[config.mk]
export PLATFORM = sky130hd
export DESIGN_NAME = elevator_flat
export DESIGN_NICKNAME = d
export VERILOG_FILES = /design/src/rtl/elevator_pkg.sv /design/src/rtl/elevator_if.sv /design/src/rtl/sat_counter.sv /design/src/rtl/elevator.sv /design/src/flat_wrapper.sv
export SDC_FILE = /design/constraint.sdc
export NUM_CORES = 1
export LEC_CHECK = 0
export CAP_MARGIN = 20
export CORE_MARGIN = 10
export CORE_UTILIZATION = 49
export CTS_BUF_LIST = sky130_fd_sc_hd__clkbuf_8
export DETAILED_ROUTE_END_ITERATION = 10
export PLACE_DENSITY = 0.76
export SLEW_MARGIN = 40
export SYNTH_ARGS = -nofsm -noshare
export SYNTH_HDL_FRONTEND = slang
export SYNTH_HIERARCHICAL = 1
export SYNTH_SLANG_ARGS = --single-unit
[constraint.sdc]
create_clock -name clk -period 2.3 [get_ports clk]
set_input_delay 0.575 -clock clk [delete_from_list [all_inputs] [get_ports clk]]
set_output_delay 0.575 -clock clk [all_outputs]
set_load 0.1 [all_outputs]
[src/rtl/elevator_pkg.sv]
// Shared types and constants for the elevator controller.
// Holds the car state enum and the floor/count widths and limits.
package elevator_pkg;

    typedef enum logic [1:0] {
        IDLE,
        UP,
        DOWN,
        HALT
    } elev_state_t;

    localparam int FLOOR_W = 2;
    localparam int CNT_W   = 4;

    localparam logic [FLOOR_W-1:0] MAX_FLOOR = 2'd3;
    localparam logic [CNT_W-1:0]   CNT_MAX   = 4'd15;

endpackage

[src/rtl/elevator_if.sv]
// Request/position bundle between the floor-request logic and the car.
// master: drives stop/in, sees floor/changes_count. slave: the controller.
interface elevator_if;
    import elevator_pkg::*;

    logic               stop;
    logic [FLOOR_W-1:0] in;
    logic [FLOOR_W-1:0] floor;
    logic [CNT_W-1:0]   changes_count;

    modport master (
        output stop,
        output in,
        input  floor,
        input  changes_count
    );

    modport slave (
        input  stop,
        input  in,
        output floor,
        output changes_count
    );

endinterface

[src/rtl/sat_counter.sv]
// Saturating up-counter: counts inc pulses, holds at all-ones.
// Ports: clk, rst_n (async active-low clear), inc, count.
module sat_counter #(
    parameter int WIDTH = 4
) (
    input  logic             clk,
    input  logic             rst_n,
    input  logic             inc,
    output logic [WIDTH-1:0] count
);

    logic [WIDTH-1:0] cnt_q;

    always_ff @(posedge clk or negedge rst_n) begin
        if (!rst_n) begin
            cnt_q <= '0;
        end else if (inc && (cnt_q != {WIDTH{1'b1}})) begin
            cnt_q <= cnt_q + 1'b1;
        end
    end

    assign count = cnt_q;

endmodule

[src/rtl/elevator.sv]
// Single-car, four-floor elevator controller with emergency hold.
// Ports: clk, rst (async active-low), bus (stop, in, floor, changes_count).
module elevator
    import elevator_pkg::*;
#(
    parameter int MOVE_CYCLES = 1
) (
    input  logic       clk,
    input  logic       rst,
    elevator_if.slave  bus
);

    localparam logic [3:0] LAST = 4'(MOVE_CYCLES - 1);

    elev_state_t        state_q, state_d;
    logic [FLOOR_W-1:0] floor_q, floor_d;
    logic [3:0]         timer_q, timer_d;
    logic [3:0]         eff;
    logic               go_up, go_dn;
    logic               step;

    assign go_up = !bus.stop && (bus.in > floor_q);
    assign go_dn = !bus.stop && (bus.in < floor_q);

    always_ff @(posedge clk or negedge rst) begin
        if (!rst) begin
            state_q <= IDLE;
            floor_q <= '0;
            timer_q <= '0;
        end else begin
            state_q <= state_d;
            floor_q <= floor_d;
            timer_q <= timer_d;
        end
    end

    always_comb begin
        state_d = state_q;
        floor_d = floor_q;
        timer_d = timer_q;
        eff     = '0;
        step    = 1'b0;
        unique case (1'b1)
            bus.stop: begin
                state_d = HALT;
                timer_d = '0;
            end
            go_up: begin
                state_d = UP;
                // Travel time only carries over while still heading up.
                eff = (state_q == UP) ? timer_q : '0;
                if (eff == LAST) begin
                    timer_d = '0;
                    if (floor_q != MAX_FLOOR) begin
                        floor_d = floor_q + 1'b1;
                        step    = 1'b1;
                    end
                end else begin
                    timer_d = eff + 1'b1;
                end
            end
            go_dn: begin
                state_d = DOWN;
                eff = (state_q == DOWN) ? timer_q : '0;
                if (eff == LAST) begin
                    timer_d = '0;
                    if (floor_q != '0) begin
                        floor_d = floor_q - 1'b1;
                        step    = 1'b1;
                    end
                end else begin
                    timer_d = eff + 1'b1;
                end
            end
            default: begin
                state_d = IDLE;
                timer_d = '0;
            end
        endcase
    end

    sat_counter #(
        .WIDTH (CNT_W)
    ) u_cnt (
        .clk   (clk),
        .rst_n (rst),
        .inc   (step),
        .count (bus.changes_count)
    );

    assign bus.floor = floor_q;

endmodule

[src/flat_wrapper.sv]
// flat-port wrapper written by rule: the top's interface ports become plain ports
module elevator_flat import elevator_pkg::*;
#(
    parameter int MOVE_CYCLES = 1
)
  (clk, rst, bus_stop, bus_in, bus_floor, bus_changes_count);
  elevator_if bus_i ();
  input  logic clk;
  input  logic rst;
  input wire logic [$bits(bus_i.stop)-1:0] bus_stop;
  input wire logic [$bits(bus_i.in)-1:0] bus_in;
  output wire logic [$bits(bus_i.floor)-1:0] bus_floor;
  output wire logic [$bits(bus_i.changes_count)-1:0] bus_changes_count;
  assign bus_i.stop = bus_stop;
  assign bus_i.in = bus_in;
  assign bus_floor = bus_i.floor;
  assign bus_changes_count = bus_i.changes_count;
  elevator #(.MOVE_CYCLES(MOVE_CYCLES)) u_core (.clk(clk), .rst(rst), .bus(bus_i));
endmodule
# Word-level counts from Yosys, hierarchy flattened
# Cells that the tools add are included.
# word_totals
ff_bits	12
inputBits	5
out_inout_bits	6
word_cells	44
# classes
n_addsub	5
order_cmp	2
eq_ne	8
mux	16
n_reduce_logical	9
# op_table
op	count
$mux W4	4
$add A4 B1 Y4 const B	3
$ne A2 B2 Y1 const B	5
$logic_not A4 Y1	2
$mux W2	4
$pmux W4 S2	1
$pmux W2 S3	1
$reduce_and A5 Y1	1
$mux W1	4
$ne A4 B4 Y1 const B	1
$pmux W2 S2	1
$reduce_bool A2 Y1	2
$logic_and A1 B1 Y1	3
$add A2 B1 Y2 const B	1
$eq A2 B1 Y1 const B	1
$eq A2 B2 Y1 const B	1
$gt A2 B2 Y1	1
$lt A2 B2 Y1	1
$pmux W1 S2	1
$sub A2 B1 Y2 const B	1
$logic_not A1 Y1	1

# Longest topological paths before layout
# logic_depth
depth_word	6
mapped_depth	9
ltp_nobuf	9

# Modules after synthesis
# Netlist, hierarchy kept.
# by_module_without_submodules
mod	instances	cells_per_inst	area_per_inst_um2	seq_area_each_um2
elevator	1	61	550.5	200.2
sat_counter	1	20	210.2	100.1

# Worst setup path after synthesis
# Ideal clock, no wire load.
# synth_path
kind	register to register
from	register u_core.floor_q[1], in the netlist u_core/bus.floor[1]
to	register u_core.u_cnt.cnt_q[3], in the netlist u_core/u_cnt/count[3]
setup_ps	129
arrival_ps	2799
required_time_ps	2171
setup_slack_ps	-627
path_stages_with_launch	10
path_buffers	0
synth_period_minus_slack_ps	2927
path_cell_list	dfrtp_1 > inv_1 > ha_1 > nor2b_4 > or2_4 > nor3_4 > a21oi_1 > nor2_1 > nand4_1 > mux2_1
# synth_via
elab_chain_cells	5
elab_cells_between_ends	12
cone_classes	order compare (2); eq/ne (1); mux (5); reduce/logical (4)
# synth_rtl
item	line_no	text
from (decl)	elevator.sv:16	logic [FLOOR_W-1:0] floor_q, floor_d;
from (signal assigned)	elevator.sv:32	floor_q <= floor_d;
$ne A2 B2 Y1 or $reduce_bool A2 Y1 (tied branches)	elevator.sv:54, elevator.sv:67	
$mux W1, on equally long branches	elevator.sv:54, elevator.sv:67	
$mux W1, on equally long branches	elevator.sv:52, elevator.sv:65	
$pmux W1 S2 (*)	elevator.sv:43	unique case (1'b1)
net u_core.step	elevator.sv:20	logic step;
$logic_and A1 B1 Y1 (*)	sat_counter.sv:17	end else if (inc && (cnt_q != {WIDTH{1'b1}})) begin
to (signal assigned)	sat_counter.sv:18	cnt_q <= cnt_q + 1'b1;
to (decl)	sat_counter.sv:12	logic [WIDTH-1:0] cnt_q;
# Mark *: on every way through the listed nets, which the timed path passes. The rest lies on a longest branch.
# A chain may end at the register's enable or synchronous reset.

# Final worst setup path
# layout_path
from	input bus_in[0]
to	register u_core.u_cnt.cnt_q[3], in the netlist u_core/u_cnt/count[3]
# layout_via
elab_chain_cells	4
elab_cells_between_ends	6
cone_classes	order compare (2); mux (1); reduce/logical (3)
# layout_rtl
item	line_no	text
from (decl)	flat_wrapper.sv:11	input wire logic [$bits(bus_i.in)-1:0] bus_in;
$lt A2 B2 Y1 or $gt A2 B2 Y1 (tied branches)	elevator.sv:23, elevator.sv:22	
$logic_and A1 B1 Y1, on equally long branches	elevator.sv:23, elevator.sv:22	
$pmux W1 S2 (*)	elevator.sv:43	
net u_core.step	elevator.sv:20	
$logic_and A1 B1 Y1 (*)	sat_counter.sv:17	
# Marks and branches as above.

==> metrics.txt <==
status=finished clean; Distinct cells, synth=31; die area=0.003528 mm²; Tmin final=2233 ps; worst-path fanout max=3; most numerous cell in the Yosys netlist=dfrtp_1; Setup crit end kind=flip-flop; Final nets=116; Ys Warns=6; multiplexer share of the synthesized area=1.480%; Seq cells post-synth=12; Synth Area in Adders=8.224%; Post-CTS Hold Fix Bufs=0; Pwr Total=1.634 mW; CORE AREA=0.001489 mm²; post-synth top area share=39.47%; synthesized area=760.7 µm²; Arrival @ worst endpoint=2350 ps; Final Util=70.67%; total track usage=9.318%; io pins=11; met2 Usage GRT=15.60%; num rows=14; Clock Sinks=12; grt met3 use=2.146%; CTS H-tree lvls=1; slew margin rel.=59.76%; largest net degree at the start of global routing=13; number of global-route vias before repair=647; Hold Crit Class=reg2reg; Hold Vio Cnt, Final=0; ys async rst share=100.0%; area delta synth->final=38.32%; gr ovfl total=0; clock latency on the worst-skew pair=240 ps; vias per cell=5.446; GR Util met1=10.85%; Max-cap violations=0; max-slew violations=0; top achievable clock speed=0.4478 GHz; largest cells by area after synthesis=dfrtp_1 39%, ha_1 8.2%, nand2b_1 4.9%; Total Wirelength=1.624 mm; initial DRC count=14; first-pass GRT wire length=2.635 mm; CTS tree=built; Ant. Diodes=0; type of origin of the critical path=input port; P_leak=0.4500 nW; number of port buffers=10; final setup fails=0; initial core utilization=51.09%; Synth Area in Compound Gates=17.93%; syn nets=91; GR peak layer=met2; worst path required time=2420 ps; largest area contributor in the netlist=dfrtp_1; Post-synth EDFFs=0; most common library cells after synthesis=12 x dfrtp_1, 8 x nand2_1, 6 x nand2b_1; DRC=0; post-route ant nets=0; Clock Tree Buf Depth=2; mean post-synth cell area=9.392 µm²; Worst-path clk slew=50 ps; WL/cell=13.42 µm; CTS Buf Count=3; GP Congestion=0.8182; Top FF cell, synth=dfrtp_1; simple-gate share of the synthesized area=27.96%; drt pass-1 iters=4; die height=59.40 µm; Post-Synth XOR/XNOR Area=3.454%; sequential-to-total area share from yosys stat=39.47%; Max VDD drop=1.058 mV; clk root buf=clkbuf_8; Clock Skews=7.042 ps; largest family of logic cells by synthesized area=simple AND/OR/NAND/NOR gates; period utilization=97.10%; layout cell share with drive strength beyond 1=36.19%; pwr/cell area=1553 mW/mm²; Cells after Synth=81; WS Path Type=in2reg; die width=59.40 µm; via count=659; Setup TNS=0 ps; initial antenna violation count=0; hpwl dp=1.167 mm; Least-Margin Pin Slew=597.3 ps
## final timing paths
path	slack (ps)	startpoint	depth (start not counted)	to
max	70	bus_in[0]	10	u_core/u_cnt/count[3]
max reg2reg	160	u_core/bus.floor[1]	9	u_core/u_cnt/count[3]
max in group asynchronous	1200	rst	1	u_core/bus.floor[0]
min reg2reg	550	u_core/timer_q[3]	2	u_core/timer_q[3]
min in group asynchronous	690	rst	1	u_core/state_q[0]
min	550	u_core/timer_q[3]	2	u_core/timer_q[3]
## registers in the layout, summed over array words and instances, names as in the netlist
name and flops:
u_core/bus.floor 2, u_core/state_q 2, u_core/timer_q 4, u_core/u_cnt/count 4
## worst max-delay path: stages
cell and delay (ps):
clkdlybuf4s50_1 460, inv_1 60, ha_4 230, a21oi_4 140
o21ai_2 90, nor2_2 160, a21oi_2 80, nor2_2 120
nand4_1 120, mux2_4 310
## metrics by stage
step           area (µm²)  setup slack, ps  std cells  hold WS (ps)
3_3_place_gp        937.1           -290.0        113         536.0
5_1_grt              1052           -23.45        121         602.8
4_1_cts              1006            7.807        119         549.4
6_report             1052            66.72        121         548.7
2_1_floorplan       783.3           -24.45         81         279.4
3_5_place_dp        937.1           -325.3        113         534.1
## layout by cell type, fill, tap and decap left out, types with 2 or more instances in the layout
| cell type | count |
|---|---|
| nor2_2 | 2 |
| nand4_1 | 3 |
| o21ai_2 | 2 |
| o21ai_0 | 4 |
| xor2_1 | 3 |
| clkbuf_8 | 4 |
| ha_1 | 3 |
| buf_4 | 17 |
| nor3_1 | 3 |
| a21oi_1 | 3 |
| ha_4 | 2 |
| nand3_1 | 3 |
| clkdlybuf4s50_1 | 3 |
| nor2_1 | 4 |
| dfrtp_1 | 10 |
| o211ai_1 | 2 |
| dfrtp_4 | 2 |
| nand2_1 | 8 |
| nand2b_1 | 6 |
| nor2b_1 | 3 |
## where the power goes
| group | internal, mW | switching, mW |
|---|---|---|
| clock | 0.151 | 0.0769 |
| sequential | 0.288 | 0.104 |
| combinational | 0.376 | 0.638 |
## cell type report
cell class / count / area (µm²)
Multi-Input combinational cell: 66 / 495.5
Fill cell: 100 / 436.7
Sequential cell: 12 / 307.8
Timing Repair Buffer: 21 / 166.4
Clock buffer: 4 / 55.05
Tap cell: 16 / 20.02
Inverter: 2 / 7.507
## per-layer routing
layer	vias to the layer above	part of all wire (%)
met3	2	2.1
met2	6	51
met1	310	46
li1	341	-
met4	0	0.49
met5	-	0
## what timing repair did
item                                    CTS  global route
pin swaps                                 2             5
endpoints found under the setup margin    2             5
resized for setup                         2             5
buffers inserted                          2             2
## kinds of logic (layout without fill, tap and decap cells)
kind of cell,after synthesis,count (layout)
muxes,1,1
adders and majority gates,5,5
and+or+nand+nor,37,37
AOI/OAI and AO/OA,20,20
xor gates and xnor gates,3,3
buffers and inverters,3,27
DFF,12,12
(Power assumes the default switching activity.)
